<file path="src/rtl/ulpi_packet_tx.sv">
// ULPI link-side USB packet transmitter: sends handshake PIDs and data packets
// (TX CMD, FIFO payload, CRC16) and owns the ULPI data bus only while ulpi_oe is high.
module ulpi_packet_tx #(
  parameter int MAX_LEN = 1023,
  localparam int LW = $clog2(MAX_LEN + 1)
) (
  input  logic          USB_CLKIN,
  input  logic          RST,
  input  logic          ulpi_dir,
  input  logic          ulpi_nxt,
  output logic [7:0]    ulpi_data_o,
  output logic          ulpi_oe,
  output logic          ulpi_stp,
  input  logic          tx_start,
  input  logic [3:0]    tx_pid,
  input  logic [LW-1:0] tx_len,
  input  logic [7:0]    data_i,
  input  logic          data_i_empty,
  output logic          data_i_rd,
  output logic          tx_busy,
  output logic          tx_done,
  output logic          tx_abort,
  output logic          tx_err,
  output logic [2:0]    dbg_state
);

  typedef enum logic [2:0] {IDLE, TXCMD, PAYLOAD, CRC_LO, CRC_HI, STOP} state_t;

  state_t         state, state_n;
  logic           dir_q;
  logic [3:0]     pid_q;
  logic [LW-1:0]  len_q;
  logic           is_data_q;
  logic [LW-1:0]  count;
  logic [15:0]    crc;
  logic           done_q, abort_q, err_q;
  logic           accept, bad_pid, take, abort_n, underrun, done_n;
  logic           pid_hs, pid_data;

  // Reflected CRC16 (poly 0xA001), one byte processed LSB first.
  function automatic logic [15:0] crc16_byte(input logic [15:0] c, input logic [7:0] d);
    logic [15:0] r;
    r = c;
    for (int i = 0; i < 8; i++) begin
      r = (r[0] ^ d[i]) ? ((r >> 1) ^ 16'hA001) : (r >> 1);
    end
    return r;
  endfunction

  // All handshake PIDs end in 2'b10, all data PIDs in 2'b11.
  assign pid_hs   = (tx_pid[1:0] == 2'b10);
  assign pid_data = (tx_pid[1:0] == 2'b11);

  always_ff @(posedge USB_CLKIN or posedge RST) begin
    if (RST) begin
      state     <= IDLE;
      dir_q     <= 1'b0;
      pid_q     <= 4'h0;
      len_q     <= '0;
      is_data_q <= 1'b0;
      count     <= '0;
      crc       <= 16'hFFFF;
      done_q    <= 1'b0;
      abort_q   <= 1'b0;
      err_q     <= 1'b0;
    end else begin
      state   <= state_n;
      dir_q   <= ulpi_dir;
      done_q  <= done_n;
      abort_q <= abort_n;
      err_q   <= underrun | bad_pid;
      if (accept) begin
        pid_q     <= tx_pid;
        len_q     <= tx_len;
        is_data_q <= pid_data;
        count     <= '0;
        crc       <= 16'hFFFF;
      end else if (take) begin
        count <= count + LW'(1);
        crc   <= crc16_byte(crc, data_i);
      end
    end
  end

  // Handshake: the byte on ulpi_data_o is offered while ulpi_oe=1 and transfers
  // in any cycle with ulpi_nxt=1 (nxt acts as ready); it is held otherwise.
  // data_i_rd pops the FIFO only in a cycle where a payload byte transfers.
  always_comb begin
    state_n     = state;
    ulpi_data_o = 8'h00;
    ulpi_oe     = 1'b0;
    ulpi_stp    = 1'b0;
    data_i_rd   = 1'b0;
    accept      = 1'b0;
    bad_pid     = 1'b0;
    take        = 1'b0;
    abort_n     = 1'b0;
    underrun    = 1'b0;
    done_n      = 1'b0;
    case (state)
      IDLE: begin
        // Bus turnaround: DIR must be low this cycle and last; no start on the done cycle.
        if (tx_start && !ulpi_dir && !dir_q && !done_q) begin
          if (pid_hs || pid_data) begin
            accept  = 1'b1;
            state_n = TXCMD;
          end else begin
            bad_pid = 1'b1;
          end
        end
      end
      TXCMD: begin
        ulpi_oe     = 1'b1;
        ulpi_data_o = {2'b01, 2'b00, pid_q};
        if (ulpi_dir) begin
          abort_n = 1'b1;
          state_n = IDLE;
        end else if (ulpi_nxt) begin
          if (!is_data_q)          state_n = STOP;
          else if (len_q == '0)    state_n = CRC_LO;
          else                     state_n = PAYLOAD;
        end
      end
      PAYLOAD: begin
        ulpi_oe     = 1'b1;
        ulpi_data_o = data_i;
        if (ulpi_dir) begin
          abort_n = 1'b1;
          state_n = IDLE;
        end else if (data_i_empty) begin
          ulpi_data_o = 8'hFF;
          ulpi_stp    = 1'b1;
          underrun    = 1'b1;
          state_n     = IDLE;
        end else if (ulpi_nxt) begin
          data_i_rd = 1'b1;
          take      = 1'b1;
          if ((count + LW'(1)) == len_q) state_n = CRC_LO;
        end
      end
      CRC_LO: begin
        ulpi_oe     = 1'b1;
        ulpi_data_o = ~crc[7:0];
        if (ulpi_dir) begin
          abort_n = 1'b1;
          state_n = IDLE;
        end else if (ulpi_nxt) begin
          state_n = CRC_HI;
        end
      end
      CRC_HI: begin
        ulpi_oe     = 1'b1;
        ulpi_data_o = ~crc[15:8];
        if (ulpi_dir) begin
          abort_n = 1'b1;
          state_n = IDLE;
        end else if (ulpi_nxt) begin
          state_n = STOP;
        end
      end
      STOP: begin
        ulpi_oe  = 1'b1;
        ulpi_stp = 1'b1;
        done_n   = 1'b1;
        state_n  = IDLE;
      end
      default: state_n = IDLE;
    endcase
  end

  assign tx_busy   = (state != IDLE);
  assign tx_done   = done_q;
  assign tx_abort  = abort_q;
  assign tx_err    = err_q;
  assign dbg_state = state;

endmodule
</file>
<file path="config.mk">
export PLATFORM = sky130hd
export DESIGN_NAME = ulpi_packet_tx
export DESIGN_NICKNAME = d
export VERILOG_FILES = /design/src/rtl/ulpi_packet_tx.sv
export SDC_FILE = /design/constraint.sdc
export NUM_CORES = 1
export LEC_CHECK = 0
export CAP_MARGIN = 0
export CORE_ASPECT_RATIO = 0.9
export CORE_MARGIN = 2
export CORE_UTILIZATION = 45
export CTS_BUF_LIST = sky130_fd_sc_hd__clkbuf_8 sky130_fd_sc_hd__clkbuf_16
export CTS_CLUSTER_SIZE = 8
export DETAILED_ROUTE_END_ITERATION = 8
export PLACE_DENSITY = 0.74
export REMOVE_ABC_BUFFERS = 1
export SLEW_MARGIN = 20
export SYNTH_ARGS = -nofsm -noshare
export SYNTH_HDL_FRONTEND = slang
export SYNTH_SLANG_ARGS = --single-unit
</file>
<file path="constraint.sdc">
create_clock -name USB_CLKIN -period 1.7 [get_ports USB_CLKIN]
set_input_delay 0.34 -clock USB_CLKIN [delete_from_list [all_inputs] [get_ports USB_CLKIN]]
set_output_delay 0.34 -clock USB_CLKIN [all_outputs]
set_load 0.02 [all_outputs]
</file>
==> qor.yml, run 1 <==
outcome:
  status: "finished, violations left"
  violations: "negative setup slack"
yosys:
  async_flop_share_pct: 100.0
  netlist_area_um2: 2872
  ys_ff_latch: 48
  synth_most_common_cell: "dfrtp_1"
  yosysTopAreaCellShare_pct: 27.89
  synth_cells: 292
  synth_ff_type: "dfrtp_1"
  ys_top_cells_by_count: "32 x dfrtp_1, 24 x nor2_1, 23 x nand2_1"
  synthDistinctLibCells: 59
  seq_area_frac_synth_pct: 42.53
  ys_top_cells_by_area: "dfrtp_1 28%, dfstp_2 15%, xnor2_1 5.8%"
  yosysTopAreaCell: "dfrtp_1"
  ys_warn_count: 0
  synth_area_per_cell_um2: 9.834
  synth_edf_count: 0
placement:
  gp_congestion: 0.9375
  dp_slack_ns: -0.7601
  place_area_um2: 3938
  dp_hpwl_um: 5852
  portBuffers: 45
global_routing:
  track_usage_pct: 30.36
  antenna_found_initial: 0
  grt_pass1_wl_um: 15990
  grt_pass1_vias: 3142
  grt-ovfl-total: 0
  grt_start_max_net_pins: 38
final_layout:
  drive_gt1_share_pct: 52.74
  nNetsFinal: 466
  syn_to_final_growth_pct: 67.19
  fill_cells: 343
  diodes: 0
  design_area_um2: 4801
timing:
  hold_viol_final: 0
  slew_headroom_pct: 59.78
  rsz0062_at_grt: "yes"
  tightestPinTransition_ns: 0.5955
  fin_crit_ns: 2.085
  max_freq_ghz: 0.4796
  maxSlewViolCount: 0
  period_share_pct: 122.6
  skew_ns: 0.009987
  setup_slack_ns: -0.3849
  finalSetupViolCount: 55
worst_setup_path:
  timing.rr.start: "dbg_state[2]$_DFFE_PP0P_"
  reg2reg_to: "dbg_state[0]$_DFFE_PP0P_"
  startpoint_type: "flip-flop"
  crit_required_ns: 1.36
  critPathKind: "flip-flop to output pin"
  reg2reg_depth: 8
  arrival_ns: 1.74
  r2r_slack_ns: -0.29
  cp_max_fo: 5
  endpoint_kind: "output pin"
die:
  start_util_pct: 46.70
  row_count: 27
  die_area_um2: 7037
  die_w_um: 88.20
  io_pins: 46
  core-area_um2: 6148
  die_y_um: 79.78
detailed_routing:
  drt-vias-per-instance: 5.905
  route.detailed.drc: 0
  first_iter_violations: 230
  wl_per_cell_um: 20.83
  finalWirelength_um: 10940
  drt_pass1_iterations: 5
  ant_nets: 0
  vias: 3100
power_and_ir_drop:
  power_leakage_uw: 0.002134
  p_per_area_nw_per_um2: 1655
  vdd_ir_drop_max_mv: 1.457
clocking:
  cts_tree: "yes"
  cts_made_buffers: 5
  clockRootBuffer: "clkbuf_8"
  cts_sinks: 48
  clk_transition_reported_paths_ns: 0.10
  htreeDepth: 2
  clockBufferDepth: 2
  insertion_delay_ns: 0.32
hold_path:
  hp-class: "input pin to asynchronous set/reset pin"
run:
  maxCapViolCount: 0
==> final cells by class <==
type,instances,area (um2),area share [%]
tap,87,108.9,2.267
clock buffer,7,96.34,2.007
inverter,11,47.55,0.9904
clock inverter,1,30.03,0.6255
sequential,48,1224,25.49
multi-input combinational,218,1883,39.22
timing repair buffer,153,1411,29.40
==> registers in the layout, summed over array words and instances (netlist names), 3 cells and up <==
register / count
dbg_state: 3
crc: 16
len_q: 10
pid_q: 4
count: 10
==> placed cells by master (no fill, tap or decap), types with 6 or more instances in the layout <==
cell	count
a21oi_2	8
buf_12	6
buf_4	92
buf_6	16
clkbuf_8	7
clkdlybuf4s50_1	26
dfrtp_1	30
dfstp_2	16
inv_1	7
mux2_2	14
nand2_1	18
nor2_1	14
o21ai_1	8
o21ai_2	10
o22a_1	7
xnor2_1	15
xor2_1	9
==> through the flow <==
| step | hold WS (ns) | setup TNS (ns) | std cells | power, uW | utilization, % |
|---|---|---|---|---|---|
| 3_5_place_dp | 0.4956 | -32.28 | 480 | 5794 | 64.04 |
| 6_report | 0.2820 | -10.11 | 525 | 7948 | 78.08 |
| 3_3_place_gp | 0.4873 | -30.34 | 480 | 5695 | 64.04 |
| 5_1_grt | 0.3013 | -13.23 | 525 | 8289 | 78.08 |
| 4_1_cts | 0.2918 | -7.601 | 514 | 7302 | 74.18 |
| 2_1_floorplan | 0.3714 | -23.82 | 276 | 4139 | - |
==> worst max path at each step <==
stage | from | endpoint | slack (ns)
after floorplan | dbg_state[1]$_DFFE_PP0P_ | count[3]$_DFFE_PP0P_ | -0.70
after global placement | ulpi_dir | ulpi_data_o[1] | -0.74
after detailed placement | ulpi_dir | ulpi_data_o[1] | -0.76
after CTS | dbg_state[1]$_DFFE_PP0P_ | ulpi_data_o[6] | -0.33
after global routing | dbg_state[0]$_DFFE_PP0P_ | ulpi_data_o[4] | -0.47
final | dbg_state[2]$_DFFE_PP0P_ | ulpi_data_o[4] | -0.38
==> cells by family (layout without fill, tap and decap cells) <==
group / after synthesis / after routing / share of synthesized area (%)
multiplexers: 17 / 17 / 6.536
adder cells (fa/ha/maj): 1 / 1 / 0.4357
AND/OR/NAND/NOR: 93 / 94 / 17.60
AO/OA/AOI/OAI: 74 / 74 / 17.47
buffers and inverters: 27 / 172 / 3.922
flip-flops: 48 / 48 / 42.53
XOR/XNOR: 32 / 32 / 11.50
==> per-layer routing <==
| metal | GRT usage, % | vias up | part of all wire (%) |
|---|---|---|---|
| li1 | - | 1350 | - |
| met1 | 38.33 | 1511 | 39 |
| met2 | 51.50 | 194 | 51 |
| met3 | 5.791 | 45 | 6.3 |
| met4 | 11.06 | 0 | 3.5 |
| met5 | 0 | - | 0 |
==> where the power goes <==
| group | internal, uW | total, uW | switching, uW |
|---|---|---|---|
| clock | 520 | 947 | 427 |
| sequential | 1670 | 2040 | 375 |
| combinational | 2590 | 4960 | 2370 |
==> worst max-delay path: stages, from the launching register on <==
cell and delay (ns):
dfrtp_2 0.44, buf_6 0.14, inv_4 0.04, or3_4 0.39
o211ai_1 0.22, buf_4 0.19
==> what timing repair did <==
action / 4_1_cts / 5_1_grt
setup endpoints to repair: 58 / 57
hold buffers: 0 / 0
buffers inserted: 23 / 11
cloned: 3 / 0
pin swaps: 23 / 20
resized for setup: 155 / 41
No activity file was read; power rests on OpenSTA's default activity.
==> run 2: changes to the inputs <==
- CELL_PAD_IN_SITES_DETAIL_PLACEMENT: not set -> 1
- CELL_PAD_IN_SITES_GLOBAL_PLACEMENT: not set -> 1
- CORE_UTILIZATION: 45 -> 37
- PLACE_DENSITY: 0.74 -> 0.77
==> run 2 against run 1 <==
Effect of this change: the run still ends with negative setup slack left; flip-flop and latch count unchanged; critical path depth unchanged; cell count decreased by 2.5%; count of clock-buffer cells in the layout unchanged; first-iteration DRC count decreased by 36%; global-route usage decreased by 5.3 points; non-clock buffer count decreased by 22; routed wire length increased by 4.8%; utilization decreased by 18 points; die area increased by 21%; sequential share of layout area increased by 1.6 points; critical endpoint is now ulpi_data_o[1].
==> qor.yml, run 2 (synthesized netlist as in run 1, its figures left out) <==
global_routing:
  grt_pass1_vias: 3121  # was 3,142
  track_usage_pct: 25.08  # was 30.36%
  grt_pass1_wl_um: 16660  # was 15,990 um
  antenna_found_initial: 0  # unchanged
  grt_start_max_net_pins: 30  # was 38
  grt-ovfl-total: 0  # unchanged
final_layout:
  diodes: 0  # unchanged
  largest_registers: "crc: 16 flops, count: 10 flops, len_q: 10 flops"  # unchanged
  final_common_cell: "buf_4"  # unchanged
  utilization_pct: 60.03  # was 78.08%
  nNetsFinal: 444  # was 466
  syn_to_final_growth_pct: 57.73  # was 67.19%
  largest_register: "crc"  # unchanged
  final_cells: 512  # was 525
  drive_gt1_share_pct: 47.36  # was 52.74%
  layout_common_cells: "74 x buf_4, 29 x dfrtp_1, 27 x clkdlybuf4s50_1"  # was 92 x buf_4, 30 x dfrtp_1, 26 x clkdlybuf4s50_1
  largest_reg_flops: 16  # unchanged
die:
  die_area_um2: 8483  # was 7037 um2
  start_util_pct: 38.06  # was 46.70%
  die_y_um: 87.58  # was 79.78 um
  core-area_um2: 7545  # was 6148 um2
  row_count: 30  # was 27
  io_pins: 46  # unchanged
  die_w_um: 96.86  # was 88.20 um
timing:
  skew_ns: 0.01343  # was 0.009987 ns
  slew_headroom_pct: 72.51  # was 59.78%
  maxSlewViolCount: 0  # unchanged
  fin_crit_ns: 2.028  # was 2.085 ns
  tightestPinTransition_ns: 0.4112  # was 0.5955 ns
  period_share_pct: 119.3  # was 122.6%
  rsz0062_at_grt: "yes"  # unchanged
  max_freq_ghz: 0.4932  # was 0.4796 GHz
  finalSetupViolCount: 55  # unchanged
  setup_slack_ns: -0.3276  # was -0.3849 ns
  hold_viol_final: 0  # unchanged
power_and_ir_drop:
  p_per_area_nw_per_um2: 1651  # was 1655 nW/um2
  power_leakage_uw: 0.001973  # was 0.002134 uW
  power_uw: 7478  # was 7948 uW
  vdd_ir_drop_max_mv: 1.098  # was 1.457 mV
outcome:
  status: "finished, violations left"  # unchanged
  violations: "negative setup slack"  # unchanged
hold_path:
  hp-class: "input pin to asynchronous set/reset pin"  # unchanged
detailed_routing:
  route.detailed.drc: 0  # unchanged
  drt_pass1_iterations: 4  # was 5
  first_iter_violations: 147  # was 230
  finalWirelength_um: 11460  # was 10,940 um
  drt-vias-per-instance: 5.672  # was 5.905
  ant_nets: 0  # unchanged
  wl_per_cell_um: 22.38  # was 20.83 um
  vias: 2904  # was 3,100
clocking:
  htreeDepth: 2  # unchanged
  insertion_delay_ns: 0.31  # was 0.32 ns
  clockRootBuffer: "clkbuf_8"  # unchanged
  cts_made_buffers: 5  # unchanged
  clockBufferDepth: 2  # unchanged
  cts_tree: "yes"  # unchanged
  cts_sinks: 48  # unchanged
  clk_transition_reported_paths_ns: 0.10  # about the same
  hold_buffers: 0  # unchanged
placement:
  portBuffers: 45  # unchanged
  place_inst: 483  # was 480
  gp_congestion: 0.8527  # was 0.9375
  dp_hpwl_um: 6735  # was 5852 um
worst_setup_path:
  endpoint_kind: "output pin"  # unchanged
  endpoint: "ulpi_data_o[1]"  # was ulpi_data_o[4]
  reg2reg_to: "count[4]$_DFFE_PP0P_"  # was dbg_state[0]$_DFFE_PP0P_
  timing.rr.start: "dbg_state[2]$_DFFE_PP0P_"  # unchanged
  reg2reg_depth: 7  # was 8
  critPathKind: "flip-flop to output pin"  # unchanged
  arrival_ns: 1.69  # was 1.74 ns
  crit_start: "dbg_state[1]$_DFFE_PP0P_"  # was dbg_state[2]$_DFFE_PP0P_
  cp_max_fo: 14  # was 5
  crit_required_ns: 1.36  # about the same
  startpoint_type: "flip-flop"  # unchanged
  r2r_slack_ns: -0.28  # was -0.29 ns
run:
  maxCapViolCount: 0  # unchanged
-- run 2: cell types whose count changed in the layout (fill, tap and decap cells not counted), moves of 3 or more --
| cell | change |
|---|---|
| nor2_1 | +5 |
| nor2_4 | -3 |
| o21ai_1 | +5 |
| o21ai_2 | -7 |
| a21oi_2 | -5 |
| buf_4 | -18 |
| a21oi_1 | +5 |
-- run 2: worst min path at each step --
stage                     startpoint               endpoint  cells after the start  slack [ns]
2_1_floorplan               ulpi_dir        dir_q$_DFF_PP0_                      0        0.37
3_3_place_gp   is_data_q$_DFFE_PP0P_  is_data_q$_DFFE_PP0P_                      1        0.49
3_5_place_dp   is_data_q$_DFFE_PP0P_  is_data_q$_DFFE_PP0P_                      1        0.50
4_1_cts                          RST   pid_q[0]$_DFFE_PP0P_                      2        0.32
5_1_grt                          RST   pid_q[0]$_DFFE_PP0P_                      2        0.34
6_report                         RST   pid_q[0]$_DFFE_PP0P_                      2        0.32
-- run 2: cell type report --
| type | count | area [um2] |
|---|---|---|
| fillers | 810 | 3015 |
| multi-input cells | 218 | 1836 |
| flip-flops and latches | 48 | 1225 |
| repair buffers | 131 | 1204 |
| well taps | 96 | 120.1 |
| clock buffers | 7 | 96.34 |
| inverters | 11 | 45.04 |
| clock inverters | 1 | 3.754 |
-- run 2: critical path, cell delays in order (launching register included) --
cell and delay (ns):
dfrtp_2 0.44, buf_6 0.20, mux2i_2 0.29, a221oi_2 0.09, o21ai_1 0.19, buf_4 0.17
-- run 2: metrics by stage --
| step | cell area [um2] | hold WS (ns) | setup TNS (ns) | setup slack [ns] |
|---|---|---|---|---|
| 2_1_floorplan | 2800 | 0.3714 | -23.82 | -0.6966 |
| 3_3_place_gp | 3891 | 0.4886 | -28.60 | -0.7521 |
| 3_5_place_dp | 3891 | 0.5019 | -32.24 | -0.8383 |
| 4_1_cts | 4272 | 0.3203 | -6.713 | -0.3252 |
| 5_1_grt | 4529 | 0.3443 | -11.99 | -0.3817 |
| 6_report | 4529 | 0.3234 | -8.549 | -0.3276 |
-- run 2: what timing repair did --
action | CTS | global route
endpoints found under the setup margin | 58 | 56
gates resized for setup | 134 | 42
cloned | 2 | 1
setup buffers | 10 | 10
endpoints found under the hold margin | 0 | 0
pin swaps | 22 | 12
-- run 2: power breakdown --
| part | total, uW | switching (uW) | internal (uW) |
|---|---|---|---|
| clock | 786 | 418 | 367 |
| sequential | 2090 | 419 | 1670 |
| combinational | 4600 | 2220 | 2380 |
-- run 2: routing by layer --
metal  part of all wire (%)  GRT usage [%]  wire, um  vias up
li1                       -              -         -     1303
met1                     42          31.71      4865     1497
met2                     52          46.21      5998       85
met3                    3.4          2.554       388       19
met4                    1.8          7.298       207        0
met5                      0              0         0        -
==> run 3: changes to the inputs <==
- CAP_MARGIN: 0 -> not set
- CTS_CLUSTER_DIAMETER: not set -> 40
- GPL_TIMING_DRIVEN: not set -> 0
==> run 3 against run 2 <==
Effect of this change: the flow still finishes with violations (negative setup slack); critical path depth stayed put; register-to-register slack worse by 0.07 ns; utilization is 0.22 points lower; flip-flop and latch count stayed put; routed wire length is 1.9% higher; largest power group unchanged.
==> qor.yml, run 3 (synthesized netlist as in run 1, its figures left out) <==
outcome:
  status: "finished, violations left"  # unchanged
  violations: "negative setup slack"  # unchanged
global_routing:
  track_usage_pct: 26.87  # was 25.08%
  antenna_found_initial: 0  # unchanged
  grt_pass1_wl_um: 17570  # was 16,660 um
  grt_start_max_net_pins: 34  # was 30
  grt-ovfl-total: 0  # unchanged
  grt_pass1_vias: 3043  # was 3,121
final_layout:
  largest_registers: "crc: 16 flops, count: 10 flops, len_q: 10 flops"  # unchanged
  largest_register: "crc"  # unchanged
  largest_reg_flops: 16  # unchanged
  nNetsFinal: 416  # was 444
  layout_common_cells: "43 x buf_4, 24 x clkdlybuf4s50_1, 20 x nand2_1"  # was 74 x buf_4, 29 x dfrtp_1, 27 x clkdlybuf4s50_1
  utilization_pct: 59.82  # was 60.03%
  drive_gt1_share_pct: 52.84  # was 47.36%
  diodes: 0  # unchanged
  design_area_um2: 4513  # was 4529 um2
  syn_to_final_growth_pct: 57.17  # was 57.73%
  final_common_cell: "buf_4"  # unchanged
die:
  die_y_um: 87.58  # unchanged
  die_area_um2: 8483  # unchanged
  core-area_um2: 7545  # unchanged
  die_w_um: 96.86  # unchanged
  io_pins: 46  # unchanged
  row_count: 30  # unchanged
  start_util_pct: 38.06  # unchanged
timing:
  max_freq_ghz: 0.4698  # was 0.4932 GHz
  hold_viol_final: 0  # unchanged
  fin_crit_ns: 2.129  # was 2.028 ns
  period_share_pct: 125.2  # was 119.3%
  skew_ns: 0.01887  # was 0.01343 ns
  maxSlewViolCount: 0  # unchanged
  slew_headroom_pct: 66.66  # was 72.51%
  rsz0062_at_grt: "yes"  # unchanged
  tightestPinTransition_ns: 0.4958  # was 0.4112 ns
  setup_slack_ns: -0.4285  # was -0.3276 ns
  finalSetupViolCount: 56  # was 55
placement:
  dp_slack_ns: -1.997  # was -0.8383 ns
  gp_congestion: 0.8015  # was 0.8527
  place_area_um2: 3391  # was 3891 um2
  dp_hpwl_um: 5404  # was 6735 um
  portBuffers: 45  # unchanged
detailed_routing:
  wl_met3_um: 534  # was 388 um
  drt_pass1_iterations: 6  # was 4
  wl_met2_um: 5888  # was 5998 um
  met1_length_um: 4776  # was 4865 um
  wl_per_cell_um: 24.13  # was 22.38 um
  finalWirelength_um: 11680  # was 11,460 um
  vias: 2937  # was 2,904
  drt-vias-per-instance: 6.068  # was 5.672
  first_iter_violations: 193  # was 147
  route.detailed.drc: 0  # unchanged
  ant_nets: 0  # unchanged
  top_layer: "met4"  # unchanged
worst_setup_path:
  startpoint_type: "flip-flop"  # unchanged
  endpoint_kind: "output pin"  # unchanged
  crit_required_ns: 1.36  # about the same
  critPathKind: "flip-flop to output pin"  # unchanged
  arrival_ns: 1.79  # was 1.69 ns
  cp_max_fo: 5  # was 14
clocking:
  cts_made_buffers: 5  # unchanged
  cts_tree: "yes"  # unchanged
  clockRootBuffer: "clkbuf_8"  # unchanged
  htreeDepth: 2  # unchanged
  clk_transition_reported_paths_ns: 0.11  # was 0.10 ns
  insertion_delay_ns: 0.32  # was 0.31 ns
  clockBufferDepth: 2  # unchanged
  cts_sinks: 48  # unchanged
power_and_ir_drop:
  vdd_ir_drop_max_mv: 1.169  # was 1.098 mV
  power_uw: 7545  # was 7478 uW
  p_per_area_nw_per_um2: 1672  # was 1651 nW/um2
  power_leakage_uw: 0.001926  # was 0.001973 uW
run:
  maxCapViolCount: 0  # unchanged
hold_path:
  hp-class: "input pin to asynchronous set/reset pin"  # unchanged
## run 3: final cells by class
class / instances / area [um2]
clock buffers: 5 / 68.82
clock inverters: 3 / 38.79
fillers: 790 / 3032
inverters: 11 / 50.05
multi-input cells: 221 / 2019
flip-flops and latches: 48 / 1244
well taps: 96 / 120.1
repair buffers: 100 / 972.2
## run 3: routing by layer
metal	vias to the layer above	track usage [%]
met4	0	11.65
met5	-	0
li1	1246	-
met3	50	4.868
met1	1509	33.60
met2	132	46.46
## run 3: critical path, stage by stage (launching register included)
cell	delay, ns
dfrtp_2	0.50
nor4b_4	0.31
buf_6	0.17
nand3b_1	0.22
inv_4	0.15
buf_6	0.12
## run 3: per-stage QoR
| step | hold slack (ns) | setup TNS (ns) | cells |
|---|---|---|---|
| after floorplan | 0.3714 | -23.82 | 276 |
| after global placement | 0.4276 | -101.57 | 417 |
| after detailed placement | 0.4338 | -75.79 | 418 |
| after CTS | 0.3282 | -9.404 | 470 |
| after global routing | 0.3384 | -17.29 | 484 |
| final | 0.3133 | -15.23 | 484 |
## run 3: final timing paths
path | from | to | slack, ns | depth (start not counted)
hold reg to reg | pid_q[1]$_DFFE_PP0P_ | pid_q[1]$_DFFE_PP0P_ | 0.49 | 2
setup reg to reg | dbg_state[2]$_DFFE_PP0P_ | count[4]$_DFFE_PP0P_ | -0.35 | 7
setup / recovery | dbg_state[2]$_DFFE_PP0P_ | data_i_rd | -0.43 | 5
min in group USB_CLKIN | ulpi_dir | dir_q$_DFF_PP0_ | 0.40 | 1
hold / removal | RST | len_q[3]$_DFFE_PP0P_ | 0.31 | 2
max in group asynchronous | RST | crc[4]$_DFFE_PP1P_ | 0.80 | 3
## run 3: repair_timing
| item | CTS | global route |
|---|---|---|
| gates cloned | 6 | 0 |
| gates resized for setup | 170 | 66 |
| endpoints found under the setup margin | 60 | 59 |
| pin swaps | 29 | 17 |
| hold buffers | 0 | 0 |
| buffers inserted | 38 | 14 |
## run 3: power breakdown
part / leakage, uW / switching (uW) / internal [uW]
combinational: 0.00131 / 2170 / 2250
clock: 0.0000593 / 427 / 432
sequential: 0.000558 / 579 / 1690
total: 0.00193 / 3170 / 4370
